**src/rtl/qspi_read_master.sv**
```systemverilog
// Quad-SPI NOR read initiator: 0xEB command, 24-bit address, dummy cycles, then 1/2/4 data bytes on all four lines.
// Latency: rsp_valid pulses 2*(8+DUMMY_CYCLES+2N)+1 cycles after the accept cycle (N = bytes read).
// Backpressure: req_ready is high only in IDLE; one transaction in flight, csb held high CSB_HIGH_CYCLES before next accept.
module qspi_read_master #(
    parameter logic [7:0] CMD             = 8'hEB,
    parameter int         DUMMY_CYCLES    = 10,
    parameter int         CSB_HIGH_CYCLES = 4
) (
    input  logic        sysclk,
    input  logic        sysrst,
    input  logic        req_valid,
    output logic        req_ready,
    input  logic [23:0] req_addr,
    input  logic [1:0]  req_size,
    output logic        rsp_valid,
    output logic [31:0] rsp_data,
    output logic        qspi_sck,
    output logic        qspi_csb,
    output logic [3:0]  qspi_dout,
    output logic [3:0]  qspi_oe,
    input  logic [3:0]  qspi_din
);

    localparam int CW = 8;

    typedef enum logic [2:0] {
        S_IDLE,
        S_CMD,
        S_ADDR,
        S_DUMMY,
        S_DATA,
        S_FINISH
    } state_t;

    state_t         state, state_nxt;
    logic [CW-1:0]  cnt, cnt_nxt;          // sck periods done in the current phase (or FINISH wait cycles)
    logic [23:0]    addr_sh, addr_sh_nxt;  // address, shifted left as nibbles go out
    logic [2:0]     nib_last, nib_last_nxt; // index of the final data nibble
    logic           sck_nxt, csb_nxt, rsp_valid_nxt;
    logic [3:0]     dout_nxt, oe_nxt;
    logic [31:0]    rsp_data_nxt;
    logic [4:0]     data_pos;              // bit offset of the nibble being captured

    // Ready is purely a function of being idle; held low throughout reset.
    assign req_ready = (state == S_IDLE) && !sysrst;

    // State and registered pad outputs.
    always_ff @(posedge sysclk) begin
        if (sysrst) begin
            state     <= S_IDLE;
            cnt       <= '0;
            addr_sh   <= '0;
            nib_last  <= '0;
            qspi_sck  <= 1'b0;
            qspi_csb  <= 1'b1;
            qspi_dout <= 4'h0;
            qspi_oe   <= 4'h0;
            rsp_valid <= 1'b0;
            rsp_data  <= '0;
        end else begin
            state     <= state_nxt;
            cnt       <= cnt_nxt;
            addr_sh   <= addr_sh_nxt;
            nib_last  <= nib_last_nxt;
            qspi_sck  <= sck_nxt;
            qspi_csb  <= csb_nxt;
            qspi_dout <= dout_nxt;
            qspi_oe   <= oe_nxt;
            rsp_valid <= rsp_valid_nxt;
            rsp_data  <= rsp_data_nxt;
        end
    end

    // Next-state logic: LOW phase raises sck (capturing din in DATA); HIGH phase drops sck and advances.
    always_comb begin
        state_nxt     = state;
        cnt_nxt       = cnt;
        addr_sh_nxt   = addr_sh;
        nib_last_nxt  = nib_last;
        sck_nxt       = qspi_sck;
        csb_nxt       = qspi_csb;
        dout_nxt      = qspi_dout;
        oe_nxt        = qspi_oe;
        rsp_valid_nxt = 1'b0;
        rsp_data_nxt  = rsp_data;
        // Byte k lands at [8k+7:8k]; the even nibble of each byte is its high half.
        data_pos      = {cnt[2:1], ~cnt[0], 2'b00};

        case (state)
            S_IDLE: begin
                if (req_valid && req_ready) begin
                    state_nxt    = S_CMD;
                    cnt_nxt      = '0;
                    addr_sh_nxt  = req_addr;
                    case (req_size)
                        2'd0:    nib_last_nxt = 3'd1;
                        2'd1:    nib_last_nxt = 3'd3;
                        default: nib_last_nxt = 3'd7;
                    endcase
                    sck_nxt      = 1'b0;
                    csb_nxt      = 1'b0;
                    oe_nxt       = 4'hF;
                    dout_nxt     = CMD[7:4];
                    rsp_data_nxt = '0;
                end
            end

            S_CMD: begin
                if (!qspi_sck) begin
                    sck_nxt = 1'b1;
                end else begin
                    sck_nxt = 1'b0;
                    if (cnt == CW'(1)) begin
                        state_nxt = S_ADDR;
                        cnt_nxt   = '0;
                        dout_nxt  = addr_sh[23:20];
                    end else begin
                        cnt_nxt  = cnt + CW'(1);
                        dout_nxt = CMD[3:0];
                    end
                end
            end

            S_ADDR: begin
                if (!qspi_sck) begin
                    sck_nxt = 1'b1;
                end else begin
                    sck_nxt = 1'b0;
                    if (cnt == CW'(5)) begin
                        // Bus turnaround: release the lines for the whole dummy phase.
                        state_nxt = S_DUMMY;
                        cnt_nxt   = '0;
                        oe_nxt    = 4'h0;
                        dout_nxt  = 4'h0;
                    end else begin
                        cnt_nxt     = cnt + CW'(1);
                        addr_sh_nxt = {addr_sh[19:0], 4'h0};
                        dout_nxt    = addr_sh[19:16];
                    end
                end
            end

            S_DUMMY: begin
                if (!qspi_sck) begin
                    sck_nxt = 1'b1;
                end else begin
                    sck_nxt = 1'b0;
                    if (cnt == CW'(DUMMY_CYCLES - 1)) begin
                        state_nxt = S_DATA;
                        cnt_nxt   = '0;
                    end else begin
                        cnt_nxt = cnt + CW'(1);
                    end
                end
            end

            S_DATA: begin
                if (!qspi_sck) begin
                    sck_nxt                     = 1'b1;
                    rsp_data_nxt[data_pos +: 4] = qspi_din;
                end else begin
                    sck_nxt = 1'b0;
                    if (cnt == {5'd0, nib_last}) begin
                        state_nxt     = S_FINISH;
                        cnt_nxt       = '0;
                        csb_nxt       = 1'b1;
                        rsp_valid_nxt = 1'b1;
                    end else begin
                        cnt_nxt = cnt + CW'(1);
                    end
                end
            end

            S_FINISH: begin
                if (cnt == CW'(CSB_HIGH_CYCLES - 1)) begin
                    state_nxt = S_IDLE;
                    cnt_nxt   = '0;
                end else begin
                    cnt_nxt = cnt + CW'(1);
                end
            end

            default: begin
                state_nxt = S_IDLE;
                sck_nxt   = 1'b0;
                csb_nxt   = 1'b1;
                oe_nxt    = 4'h0;
            end
        endcase
    end

endmodule

```
**config.mk**
```make
export PLATFORM = sky130hd
export DESIGN_NAME = qspi_read_master
export DESIGN_NICKNAME = d
export VERILOG_FILES = /design/src/rtl/qspi_read_master.sv
export SDC_FILE = /design/constraint.sdc
export NUM_CORES = 1
export LEC_CHECK = 0
export ABC_AREA = 1
export ABC_CLOCK_PERIOD_IN_PS = 2200
export CAP_MARGIN = 0
export CORE_MARGIN = 2
export CORE_UTILIZATION = 50
export CTS_BUF_LIST = sky130_fd_sc_hd__clkbuf_8 sky130_fd_sc_hd__clkbuf_16
export DETAILED_ROUTE_END_ITERATION = 8
export PLACE_DENSITY = 0.74
export SLEW_MARGIN = 20
export SYNTH_ARGS = -nofsm -noshare
export SYNTH_HDL_FRONTEND = slang
export SYNTH_SLANG_ARGS = --single-unit
```
**constraint.sdc**
```tcl
create_clock -name sysclk -period 2.2 [get_ports sysclk]
set_input_delay 0.44 -clock sysclk [delete_from_list [all_inputs] [get_ports sysclk]]
set_output_delay 0.44 -clock sysclk [all_outputs]
set_load 0.005 [all_outputs]
```
* Word-level counts from Yosys, hierarchy flattened
Cells that the tools add are included.
** Storage, ports and cells
- Register bits :: 81
- Word-level logic and storage cells :: 113
- Bits of input ports :: 33
- Output and inout bits :: 44
** Operators by class
- Multiplexer cells :: 48
- $add $sub $neg :: 2
- Eq/ne operators :: 23
- Reduce and logical (&&, ||, !) cells :: 22
- Shifts and indexed selects :: 2
- Bitwise gates (word level) :: 6
** Operator list (count)
- $mux W8 :: 10
- $mux W24 :: 3
- $mux W32 :: 2
- $pmux W32 S2 :: 1
- $pmux W24 S2 :: 1
- $pmux W8 S6 :: 1
- $bwmux W32 :: 1
- $mux W4 :: 8
- $shift A4 B7 Y32 const A :: 1
- $shiftx A4 B7 Y32 :: 1
- $mux W3 :: 10
- $pmux W4 S3 :: 2
- $ne A2 B2 Y1 const B :: 11
- $pmux W3 S6 :: 1
- $reduce_and A4 Y1 :: 4
- $reduce_or A4 Y1 :: 3
- $reduce_and A10 Y1 :: 1
- $add A8 B1 Y8 const B :: 1
- $eq A8 B1 Y1 const B :: 1
- $eq A8 B2 Y1 const B :: 1
- $eq A8 B3 Y1 :: 1
- $eq A8 B3 Y1 const B :: 1
- $eq A8 B4 Y1 const B :: 1
- $neg A5 Y7 :: 1
- 20 further kinds :: 35

* Longest topological paths before layout
Gate-level depths: netlist (run 1).
- Word-level depth :: 6
- Mapped depth :: 12
- Mapped depth without buffers :: 11

* Worst setup path after synthesis (run 1)
Ideal clock, no wire load.
- Path kind :: reg-to-reg
- Start :: register cnt[1]
- End :: register rsp_data[12]
- Data required time :: 2.072 ns
- Library setup time :: 0.128 ns
- Path buffers :: 0
- Slack :: 0.436 ns
- Cell stages (with the launch flop) :: 9
- Data arrival time :: 1.637 ns
- Clock period less this slack :: 1.764 ns
- Cells stage by stage :: dfxtp_1 inv_1 ha_1 ha_1 inv_1 nor2_1 o21ai_2 a22oi_1 nor2_1
** Between the ends
- Word-level cells in the longest chain between the ends :: 5
- Elaborated cells on any way between the ends :: 6
- Those cells by class :: 1 x add/sub; 2 x shift; 3 x mux
** Ends and longest elaborated chain
- start: declaration :: line 36 : logic [CW-1:0] cnt, cnt_nxt;
- start signal: assignment :: line 62 : cnt <= cnt_nxt;
- $neg A5 Y7 (*) :: line 160 : rsp_data_nxt[data_pos +: 4] = qspi_din;
- $shiftx A4 B7 Y32 / $shift A4 B7 Y32 (equally long branches) :: line 160
- $bwmux W32 (*) :: line 160
- $mux W32 (*) :: line 158 : if (!qspi_sck) begin
- $pmux W32 S2 (*) :: line 89 : case (state)
- end signal: assignment :: line 70 : rsp_data <= rsp_data_nxt;
- end: declaration :: line 16 : output logic [31:0] rsp_data,
Mark *: on every way between the ends. The rest lies on a longest branch, timed or not. The select of a mux whose other input is x is not followed.
A chain may end at the register's enable or synchronous reset.

* Worst setup path in the final report (run 1)
- Start :: register state[2]
- End :: output port req_ready
** Between the ends
- Word-level cells in the longest chain between the ends :: 2
** Ends and longest elaborated chain
- start: declaration :: line 35 : state_t state, state_nxt;
- start signal: assignment :: line 61 : state <= state_nxt;
- $logic_not A3 Y1 :: line 45 : assign req_ready = (state == S_IDLE) && !sysrst;
- $logic_and A1 B1 Y1 :: line 45
- end: declaration :: line 12 : output logic req_ready,
Every way passes these cells.

==> results.txt, run 1 <==
status: complete, no violations
Starting Density: 51.9%
final setup fails: 0
Synth Cell Area: 3780 µm²
wire per inst: 13.4 µm
clock latency on the worst-skew pair: 0.35 ns
core area: 7290 µm²
diodes inserted: 0
# hold bufs at CTS: 0
CTS Buf Count: 9
clock transition at the registers of the reported paths: 0.08 ns
layout cells sized above 1: 12.0%
Post-Syn Instances: 540
Post-layout nets: 658
CP Launch Type: flip-flop
Unique masters post-synth: 31
via count: 3848
Post-synth EDFFs: 0
synth-to-layout area growth: 29.2%
initial DRC count: 201
postcts setup bufs: 0
Hold/Removal Path Class: reg2reg
Synth top area share: 41.3%
Crit Path Category: reg2out
Worst Tran Pin Value: 0.420 ns
total power: 5.19 mW
area leader, netlist: dfxtp_1
Post-Place Worst Slack: 0.0766 ns
setup TNS: 0 ns
Seq cells post-synth: 78
input/output buffers: 76
PD cells: 1060 nW/µm²
top-count cell post-synth: nand2_1
FFs w/ async S/R, synth: 0%
post-synthesis net count: 577
Root Buffer: clkbuf_8
final wirelength: 9720 µm
Site Rows: 31
grt ovf: 0
Post-DRT Antenna Nets: 0
die height: 91.0 µm
GPL Wtd Cong: 0.890
Hold Violations, Final: 0
Worst Path Max Fanout: 8
Final Critical Period: 2.05 ns
Crit. End Element: primary output
fin crit share: 93.1%
global-route wire length before repair: 16100 µm
Synth area leaders: dfxtp_1, nand2_1, nor2_1
most frequent cells after synthesis: nand2_1, nor2_1, dfxtp_1
post-route insts no fill: 725
Worst EP arrival: 1.61 ns
Worst Path Required: 1.76 ns
DR DRC count: 0
RSZ-0062 raised after global routing: no
synthesized area per cell: 7.00 µm²
max_slew headroom: 72.0%
fmax: 0.488 GHz
TritonCTS clock tree: done
placed insts: 709
GRT Total Usage: 23.6%
largest net degree at the start of global routing: 42
final setup margin: 0.153 ns
Top FF cell, synth: dfxtp_1
sequential share of the synthesized area: 41.3%
yosys warns: 0
DP Wirelength: 6910 µm
clk sinks: 78
initial antenna violation count: 0
DIE WIDTH: 91.0 µm
post-CTS resize count: 0
maximum VDD drop: 0.539 mV
Max-Cap Viols: 0
H-tree Lvls: 3
Leakage: 2.00 nW
DR pass1 iterations: 5
vias in the first global route: 3531
max-slew violations: 0
I/O Pins: 77
clk buf depth: 2
Avg Vias per Cell: 5.31
clk_skew: 0.00599 ns
Die ar.: 8270 µm²
-- layer usage --
metal,GRT usage [%],part of all wire [%],vias to the layer above
met4,7.83,1.8,0
met5,0,0,-
met2,39.6,48,134
met1,29.9,43,1800
met3,5.56,6.5,14
li1,-,-,1900
-- area by class of cell --
| class | count | area [µm²] |
|---|---|---|
| Clock inverter | 5 | 63.8 |
| Clock buffer | 11 | 151 |
| Inverter | 41 | 154 |
| Tap cell | 99 | 124 |
| Multi-Input combinational cell | 398 | 1930 |
| Sequential cell | 78 | 1560 |
| Fill cell | 681 | 2410 |
| Timing Repair Buffer | 93 | 901 |
-- power by group --
| group | switching (mW) | internal (mW) |
|---|---|---|
| combinational | 1.40 | 0.810 |
| sequential | 0.165 | 1.66 |
| clock | 0.562 | 0.596 |
| total | 2.12 | 3.07 |
-- sequential cells by signal, summed over array words and instances, names as in the netlist --
name	count
addr_sh	24
cnt	8
nib_last	3
qspi_csb	1
qspi_dout	4
qspi_oe	1
qspi_sck	1
rsp_data	32
rsp_valid	1
state	3
-- path summary, 6_finish.rpt --
| path | from | to | slack [ns] | cells past startpoint |
|---|---|---|---|---|
| worst max register to register | cnt[1]$_SDFFE_PP0P_ | rsp_data[1]$_SDFFE_PP0P_ | 0.17 | 9 |
| worst min-delay path | rsp_data[11]$_SDFFE_PP0P_ | rsp_data[11]$_SDFFE_PP0P_ | 0.46 | 2 |
| worst max-delay path | state[2]$_SDFFE_PP0P_ | req_ready | 0.15 | 4 |
| worst min register to register | rsp_data[11]$_SDFFE_PP0P_ | rsp_data[11]$_SDFFE_PP0P_ | 0.46 | 2 |
-- worst max-delay path: stages (launching register included) --
cell,delay [ns]
dfxtp_2,0.39
nor2_4,0.13
nand2_2,0.11
nor2_1,0.11
clkdlybuf4s50_1,0.52
-- cells in the final DEF (no fill, tap or decap), types with 2 or more instances in the layout --
cell type	instances
nand2_1	147
nor2_1	86
dfxtp_1	77
clkdlybuf4s50_1	76
o21ai_0	45
inv_1	32
a21oi_1	30
nand3_1	22
buf_4	16
a22oi_1	12
clkbuf_8	11
inv_2	9
o21ai_2	9
nand4_1	9
nor2_4	8
nand2_2	6
nor2_2	4
ha_1	4
xor2_1	3
nand3_2	2
o21ai_1	2
inv_6	2
-- kinds of logic (layout without fill, tap and decap cells) --
logic type,count (synthesis),count (layout),share of synthesized area [%]
buffers and inverters,64,150,7.71
adder cells (fa/ha/maj),4,4,1.32
XOR/XNOR,4,4,0.927
AO/OA/AOI/OAI,102,102,15.9
AND/OR/NAND/NOR,288,288,32.9
flip-flops,78,78,41.3
-- stage by stage --
stage / area, µm² / utilization, % / hold WS [ns]
final: 4880 / 67.0 / 0.464
after floorplan: 3780 / - / 0.444
after CTS: 4880 / 67.0 / 0.468
after global routing: 4880 / 67.0 / 0.490
after detailed placement: 4670 / 64.0 / 0.452
after global placement: 4670 / 64.0 / 0.445
(Power assumes the default switching activity.)
==> inputs of run 2 (changes only) <==
--- a/config.mk
+++ b/config.mk
@@ -5,7 +5,6 @@
 export SDC_FILE = /design/constraint.sdc
 export NUM_CORES = 1
 export LEC_CHECK = 0
-export ABC_AREA = 1
 export ABC_CLOCK_PERIOD_IN_PS = 2200
 export CAP_MARGIN = 0
 export CORE_MARGIN = 2
==> run 2 against run 1 <==
  * Utilization down 1.1 points
  * Non-clock buffer count is 8 higher
  * Cell area rose by 3.2%
  * Clock skew up 0.00094 ns
  * Total power fell by 22%
  * Final cell count down 9.8%
  * Combinational power down 41%
  * Critical path depth shrank 2
  * Sequential share of layout area fell by 0.99 points
  * Critical path type unchanged
  * Maximum frequency is 2.1% lower
  * Die area grew 3.1%
==> results.txt, run 2 <==
status: complete, no violations
grt ovf: 0 (unchanged)
Worst Setup EP: req_ready
Worst Path Max Fanout: 9 (+1)
post-route insts no fill: 654 (-9.8%)
area leader, netlist: dfxtp_1
final core utilization: 65.9% (-1.1 points)
I/O Pins: 77 (unchanged)
Avg Vias per Cell: 5.63 (+6.1%)
Synth Cell Area: 3900 µm² (+3.2%)
top-count cell post-synth: nand2_1
Hold Violations, Final: 0 (unchanged)
CP Launch Type: flip-flop
Crit Path Category: reg2out
postcts setup bufs: 0 (unchanged)
Max-Cap Viols: 0 (unchanged)
clk_skew: 0.00693 ns (+0.000943 ns)
synthesized area per cell: 8.18 µm² (+17%)
Synth top area share: 40.0% (-1.3 points)
global-route wire length before repair: 16500 µm (+2.5%)
Leakage: 1.75 nW (-12%)
Hold Slack: 0.459 ns (-0.00547 ns)
sequential share of the synthesized area: 40.0% (-1.3 points)
most frequent cells in the layout: nand2_1, dfxtp_1, clkdlybuf4s50_1, a21oi_1, nand3_1
Synth area leaders: dfxtp_1, nand2_1, a311oi_2
Top FF cell, synth: dfxtp_1
GRT Total Usage: 23.6% (about the same)
Regs by FF count: rsp_data: 32 flops, addr_sh: 24 flops, cnt: 8 flops
Seq cells post-synth: 78 (unchanged)
# hold bufs at CTS: 0 (unchanged)
clock latency on the worst-skew pair: 0.34 ns (about the same)
M1 WL: 4500 µm (+6.8%)
Die ar.: 8530 µm² (+3.1%)
Hold/Removal Path Class: reg2reg
DR pass1 iterations: 4 (-1)
maximum VDD drop: 0.342 mV (-37%)
Crit. End Element: primary output
hold depth: 2 (unchanged)
clk sinks: 78 (unchanged)
FF-to-FF Start: state[1]$_SDFFE_PP0P_
Post-Syn Instances: 477 (-12%)
via count: 3683 (-4.3%)
Site Rows: 32 (+3.2%)
Post-DRT Antenna Nets: 0 (unchanged)
yosys warns: 0 (unchanged)
placed insts: 638 (-10%)
initial antenna violation count: 0 (unchanged)
Final Critical Period: 2.09 ns (+0.0446 ns)
most frequent cells after synthesis: nand2_1, dfxtp_1, a21oi_1
Largest register FFs: 32 (unchanged)
Worst EP arrival: 1.65 ns (+0.04 ns)
max layer used: met4
reg2reg end: addr_sh[23]$_SDFFE_PP0P_
input/output buffers: 76 (unchanged)
Post-synth EDFFs: 0 (unchanged)
post-synthesis net count: 514 (-11%)
Worst Path Required: 1.76 ns (about the same)
H-tree Lvls: 3 (unchanged)
fmax: 0.478 GHz (-2.1%)
initial DRC count: 207 (+3.0%)
max_slew headroom: 68.7% (-3.3 points)
final wirelength: 9750 µm (+0.35%)
Starting Density: 51.0% (-0.82 points)
largest net degree at the start of global routing: 69 (+64%)
met3 wire length: 515 µm (-19%)
TritonCTS clock tree: done
CP startpoint: state[2]$_SDFFE_PP0P_
die height: 92.3 µm (+1.5%)
setup slack, reg-to-reg: 0.15 ns (-0.02 ns)
CTS Buf Count: 9 (unchanged)
GPL Wtd Cong: 0.881 (-0.94%)
synth-to-layout area growth: 29.2% (about the same)
Worst Tran Pin Value: 0.466 ns (+0.0466 ns)
DIE WIDTH: 92.3 µm (+1.5%)
clk buf depth: 2 (unchanged)
layout cells sized above 1: 13.4% (+1.4 points)
Root Buffer: clkbuf_8
fin crit share: 95.1% (+2.0 points)
FFs w/ async S/R, synth: 0% (unchanged)
final setup fails: 0 (unchanged)
Detail Route met2 WL: 4590 µm (-2.5%)
wire per inst: 14.9 µm (+11%)
Unique masters post-synth: 54 (+74%)
setup TNS: 0 ns (unchanged)
most flop-heavy register: rsp_data
core area: 7650 µm² (+4.9%)
diodes inserted: 0 (unchanged)
Worst R2R Path Depth: 6 (-3)
PD cells: 803 nW/µm² (-24%)
vias in the first global route: 3504 (-0.76%)
commonest non-fill, non-tap cell in the layout: nand2_1
DP Wirelength: 6720 µm (-2.8%)
Post-layout nets: 584 (-11%)
RSZ-0062 raised after global routing: no
DR DRC count: 0 (unchanged)
max-slew violations: 0 (unchanged)
clock transition at the registers of the reported paths: 0.08 ns (about the same)
[run 2: cell count changes after synthesis, sizes merged, moves of 11 or more]
cell,change
nand2,-67
o21ai,-40
nand3,+22
a21oi,+18
inv,-36
nor2,-63
clkbuf,+11
a311oi,+20
[run 2: cells by family (layout without fill, tap and decap cells)]
group,count (synthesis),after routing,synth area share [%]
AND/OR/NAND/NOR,227,227,28.2
XOR/XNOR,5,5,1.12
AO/OA/AOI/OAI,114,114,22.8
buffers and inverters,47,122,6.03
flip-flops,78,78,40.0
multiplexers,2,2,0.545
adder cells (fa/ha/maj),4,4,1.28
[run 2: cell type report]
class,instances,area (µm²)
clock inverter,7,73.8
sequential,78,1560
multi-input combinational,352,2140
tap,102,128
inverter,5,18.8
fill,638,2610
timing repair buffer,101,993
clock buffer,9,124
[run 2: metrics by stage]
step | instance area [µm²] | power, mW | setup WS [ns]
2_1_floorplan | 3900 | 2.53 | 0.241
3_3_place_gp | 4810 | 2.92 | -0.0299
3_5_place_dp | 4810 | 2.96 | -0.140
4_1_cts | 5020 | 4.04 | 0.0102
5_1_grt | 5040 | 4.29 | 0.0154
6_report | 5040 | 4.05 | 0.108
[run 2: per-layer routing]
metal	vias up	global-route usage [%]
met5	-	0
met4	0	7.09
met3	14	5.61
met2	103	37.0
met1	1734	32.5
li1	1832	-
[run 2: what timing repair did]
action / in CTS / in global routing
resized for setup: 1 / 5
endpoints found under the setup margin: 1 / 11
endpoints found under the hold margin: 0 / 0
cloned: 0 / 0
pin swaps: 0 / 1
[run 2: worst min-delay path by stage]
stage | end | from
3_3_place_gp | addr_sh[2]$_SDFFE_PP0P_ | addr_sh[2]$_SDFFE_PP0P_
5_1_grt | addr_sh[2]$_SDFFE_PP0P_ | addr_sh[2]$_SDFFE_PP0P_
2_1_floorplan | addr_sh[0]$_SDFFE_PP0P_ | addr_sh[0]$_SDFFE_PP0P_
3_5_place_dp | addr_sh[2]$_SDFFE_PP0P_ | addr_sh[2]$_SDFFE_PP0P_
4_1_cts | addr_sh[2]$_SDFFE_PP0P_ | addr_sh[2]$_SDFFE_PP0P_
6_report | addr_sh[2]$_SDFFE_PP0P_ | addr_sh[2]$_SDFFE_PP0P_
[run 2: report_power, final]
part           total [mW]  switching [mW]  internal (mW)  leakage, nW
clock network        1.08           0.553          0.529        0.105
registers            1.65           0.107           1.54        0.635
logic                1.31           0.729          0.585         1.01
total                4.05            1.39           2.66         1.75
[run 2: critical path: stages, from the launching register on]
cell	delay, ns
dfxtp_1	0.42
nor4_4	0.33
clkdlybuf4s50_1	0.56
==> inputs of run 3 (changes only) <==
--- a/config.mk
+++ b/config.mk
@@ -11,7 +11,9 @@
 export CORE_UTILIZATION = 50
 export CTS_BUF_LIST = sky130_fd_sc_hd__clkbuf_8 sky130_fd_sc_hd__clkbuf_16
 export DETAILED_ROUTE_END_ITERATION = 8
-export PLACE_DENSITY = 0.74
+export DONT_BUFFER_PORTS = 1
+export GPL_TIMING_DRIVEN = 1
+export PLACE_DENSITY = 0.61
 export SLEW_MARGIN = 20
 export SYNTH_ARGS = -nofsm -noshare
 export SYNTH_HDL_FRONTEND = slang
==> run 3 against run 2 <==
  * Clock-buffer cell count rose by 1
  * Total power fell by 0.73%
  * Final cell count fell by 11%
  * Non-clock buffer count fell by 75
  * Via count fell by 9.4%
  * Worst setup slack improved by 0.10 ns
  * Sequential power barely moved
  * Largest power group unchanged
  * Combinational power fell by 13%
  * First-iteration DRC count fell by 27%
  * Global-route usage fell by 1.1 points
  * Utilization fell by 10 points
  * Critical path depth rose by 6
==> results.txt, run 3 (synthesis gave the netlist of run 2 again) <==
status: complete, no violations
Clock power frac: 30.9% (+4.2 points)
clk buf depth: 2 (unchanged)
DIE WIDTH: 92.3 µm (unchanged)
diodes inserted: 0 (unchanged)
Psw: 1.33 mW (-4.2%)
final setup fails: 0 (unchanged)
fmax: 0.503 GHz (+5.2%)
clk sinks: 78 (unchanged)
final setup margin: 0.211 ns (+0.103 ns)
most frequent cells in the layout: nand2_1, dfxtp_1, a21oi_1, nand3_1, nor2_1
input/output buffers: 0 (-100%)
initial antenna violation count: 0 (unchanged)
total power: 4.02 mW (-0.73%)
core area: 7650 µm² (unchanged)
Post-layout nets: 509 (-13%)
Post-DRT Antenna Nets: 0 (unchanged)
wire per inst: 16.2 µm (+8.5%)
post-route insts no fill: 579 (-11%)
# fillers: 750 (+18%)
largest net degree at the start of global routing: 71 (+2.9%)
max-slew violations: 0 (unchanged)
commonest non-fill, non-tap cell in the layout: nand2_1
Design Area, Final: 4260 µm² (-15%)
DR DRC count: 0 (unchanged)
final core utilization: 55.8% (-10 points)
synth-to-layout area growth: 9.27%
Crit. End Element: flip-flop
Seq pwr share: 40.8% (about the same)
clk_skew: 0.0103 ns (+0.00335 ns)
Worst Tran Pin Value: 0.495 ns (+0.0290 ns)
vias in the first global route: 3219 (-8.1%)
initial DRC count: 152 (-27%)
placed instance area: 4030 µm² (-16%)
GRT Total Usage: 22.5% (-1.1 points)
clock transition at the registers of the reported paths: 0.08 ns (about the same)
placed insts: 563 (-12%)
DP Wirelength: 6450 µm (-4.1%)
Die ar.: 8530 µm² (unchanged)
I/O Pins: 77 (unchanged)
Hold/Removal Path Class: in2reg
Crit Path Category: reg2reg
setup TNS: 0 ns (unchanged)
GPL Wtd Cong: 0.865 (-1.9%)
fin crit share: 90.4% (-4.7 points)
Worst EP arrival: 2.25 ns (+0.60 ns)
Largest register FFs: 32 (unchanged)
die height: 92.3 µm (unchanged)
Final Critical Period: 1.99 ns (-0.103 ns)
FF-to-FF Start: cnt[1]$_SDFFE_PP0P_
H-tree Lvls: 3 (unchanged)
RSZ-0062 raised after global routing: no
via count: 3337 (-9.4%)
Regs by FF count: rsp_data: 32 flops, addr_sh: 24 flops, cnt: 8 flops
clock latency on the worst-skew pair: 0.35 ns (about the same)
layout cells sized above 1: 15.5% (+2.1 points)
Hold Violations, Final: 0 (unchanged)
Comb power frac: 28.4% (-4.1 points)
postcts setup bufs: 0 (unchanged)
grt ovf: 0 (unchanged)
PD cells: 942 nW/µm² (+17%)
Int Pwr: 2.69 mW (+1.1%)
reg2reg end: addr_sh[22]$_SDFFE_PP0P_
CTS Buf Count: 9 (unchanged)
CP startpoint: cnt[1]$_SDFFE_PP0P_
Starting Density: 51.0% (unchanged)
Worst R2R Path Depth: 8 (+2)
TritonCTS clock tree: done
CP Launch Type: flip-flop
Worst Path Required: 2.46 ns (+0.70 ns)
area occupied by multi-input gates: 2120 µm² (-1.1%)
Max-Cap Viols: 0 (unchanged)
Post-Place Worst Slack: 0.0931 ns (+0.233 ns)
max_slew headroom: 66.8% (-1.8 points)
DR pass1 iterations: 4 (unchanged)
setup slack, reg-to-reg: 0.21 ns (+0.06 ns)
Root Buffer: clkbuf_8
Worst Path Max Fanout: 40 (+31)
final wirelength: 9370 µm (-3.9%)
switching share of power: 33.1% (-1.2 points)
Worst Setup EP: addr_sh[22]$_SDFFE_PP0P_
Avg Vias per Cell: 5.76 (+2.3%)
global-route wire length before repair: 15400 µm (-6.6%)
maximum VDD drop: 0.455 mV (+33%)
most flop-heavy register: rsp_data
Site Rows: 32 (unchanged)
Hold Slack: 0.147 ns (-0.312 ns)
Leakage: 1.46 nW (-16%)
Register Area: 1560 µm² (unchanged)
==> run 3: cell count changes in the layout (fill, tap and decap cells not counted), sizes merged <==
cell	delta
bufinv	+1
clkbuf	+1
clkinv	-4
clkdlybuf4s50	-75
clkinvlp	+2
==> run 3: area by class of cell <==
class | count | area share [%]
Multi-Input combinational cell | 352 | 49.6
Sequential cell | 78 | 36.6
Timing Repair Buffer | 26 | 4.87
Clock buffer | 10 | 3.23
Tap cell | 102 | 2.99
Clock inverter | 6 | 2.17
Inverter | 5 | 0.440
==> run 3: how the worst min path moves through the flow <==
stage | slack, ns | start | depth (start not counted) | endpoint
after floorplan | 0.43 | addr_sh[0]$_SDFFE_PP0P_ | 2 | addr_sh[0]$_SDFFE_PP0P_
after global placement | 0.44 | addr_sh[3]$_SDFFE_PP0P_ | 2 | addr_sh[3]$_SDFFE_PP0P_
after detailed placement | 0.44 | addr_sh[3]$_SDFFE_PP0P_ | 2 | addr_sh[3]$_SDFFE_PP0P_
after CTS | 0.14 | sysrst | 1 | addr_sh[6]$_SDFFE_PP0P_
after global routing | 0.14 | sysrst | 1 | state[2]$_SDFFE_PP0P_
final | 0.15 | sysrst | 1 | state[2]$_SDFFE_PP0P_
==> run 3: power groups by stage <==
| stage | Combinational (mW) | Sequential, mW | Clock, mW |
|---|---|---|---|
| finish | 1.14 | 1.64 | 1.24 |
| global route | 1.27 | 1.66 | 1.32 |
| global placement | 1.11 | 1.67 | 0 |
| detailed placement | 1.13 | 1.67 | 0 |
| floorplan | 0.890 | 1.64 | 0 |
| CTS | 1.13 | 1.64 | 1.26 |
==> run 3: what timing repair did <==
action                                  in CTS  in global routing
endpoints found under the hold margin        0                  0
endpoints found under the setup margin       0                 17
gates resized for setup                      0                  3
hold buffers                                 0                  0
==> run 3: layer usage <==
| layer | GRT usage [%] | routed length [µm] | vias up |
|---|---|---|---|
| met4 | 7.84 | 80 | 0 |
| met1 | 30.4 | 4430 | 1567 |
| li1 | - | - | 1677 |
| met2 | 35.3 | 4270 | 86 |
| met5 | 0 | 0 | - |
| met3 | 5.53 | 588 | 7 |
==> run 3: worst max-delay path, stage by stage (launching register included) <==
cell and delay [ns]:
dfxtp_1 0.41, inv_1 0.09, ha_1 0.25, and3b_1 0.24, a21oi_4 0.19, a2bb2oi_4 0.17, buf_12 0.24, nor2_1 0.08
a311oi_2 0.23
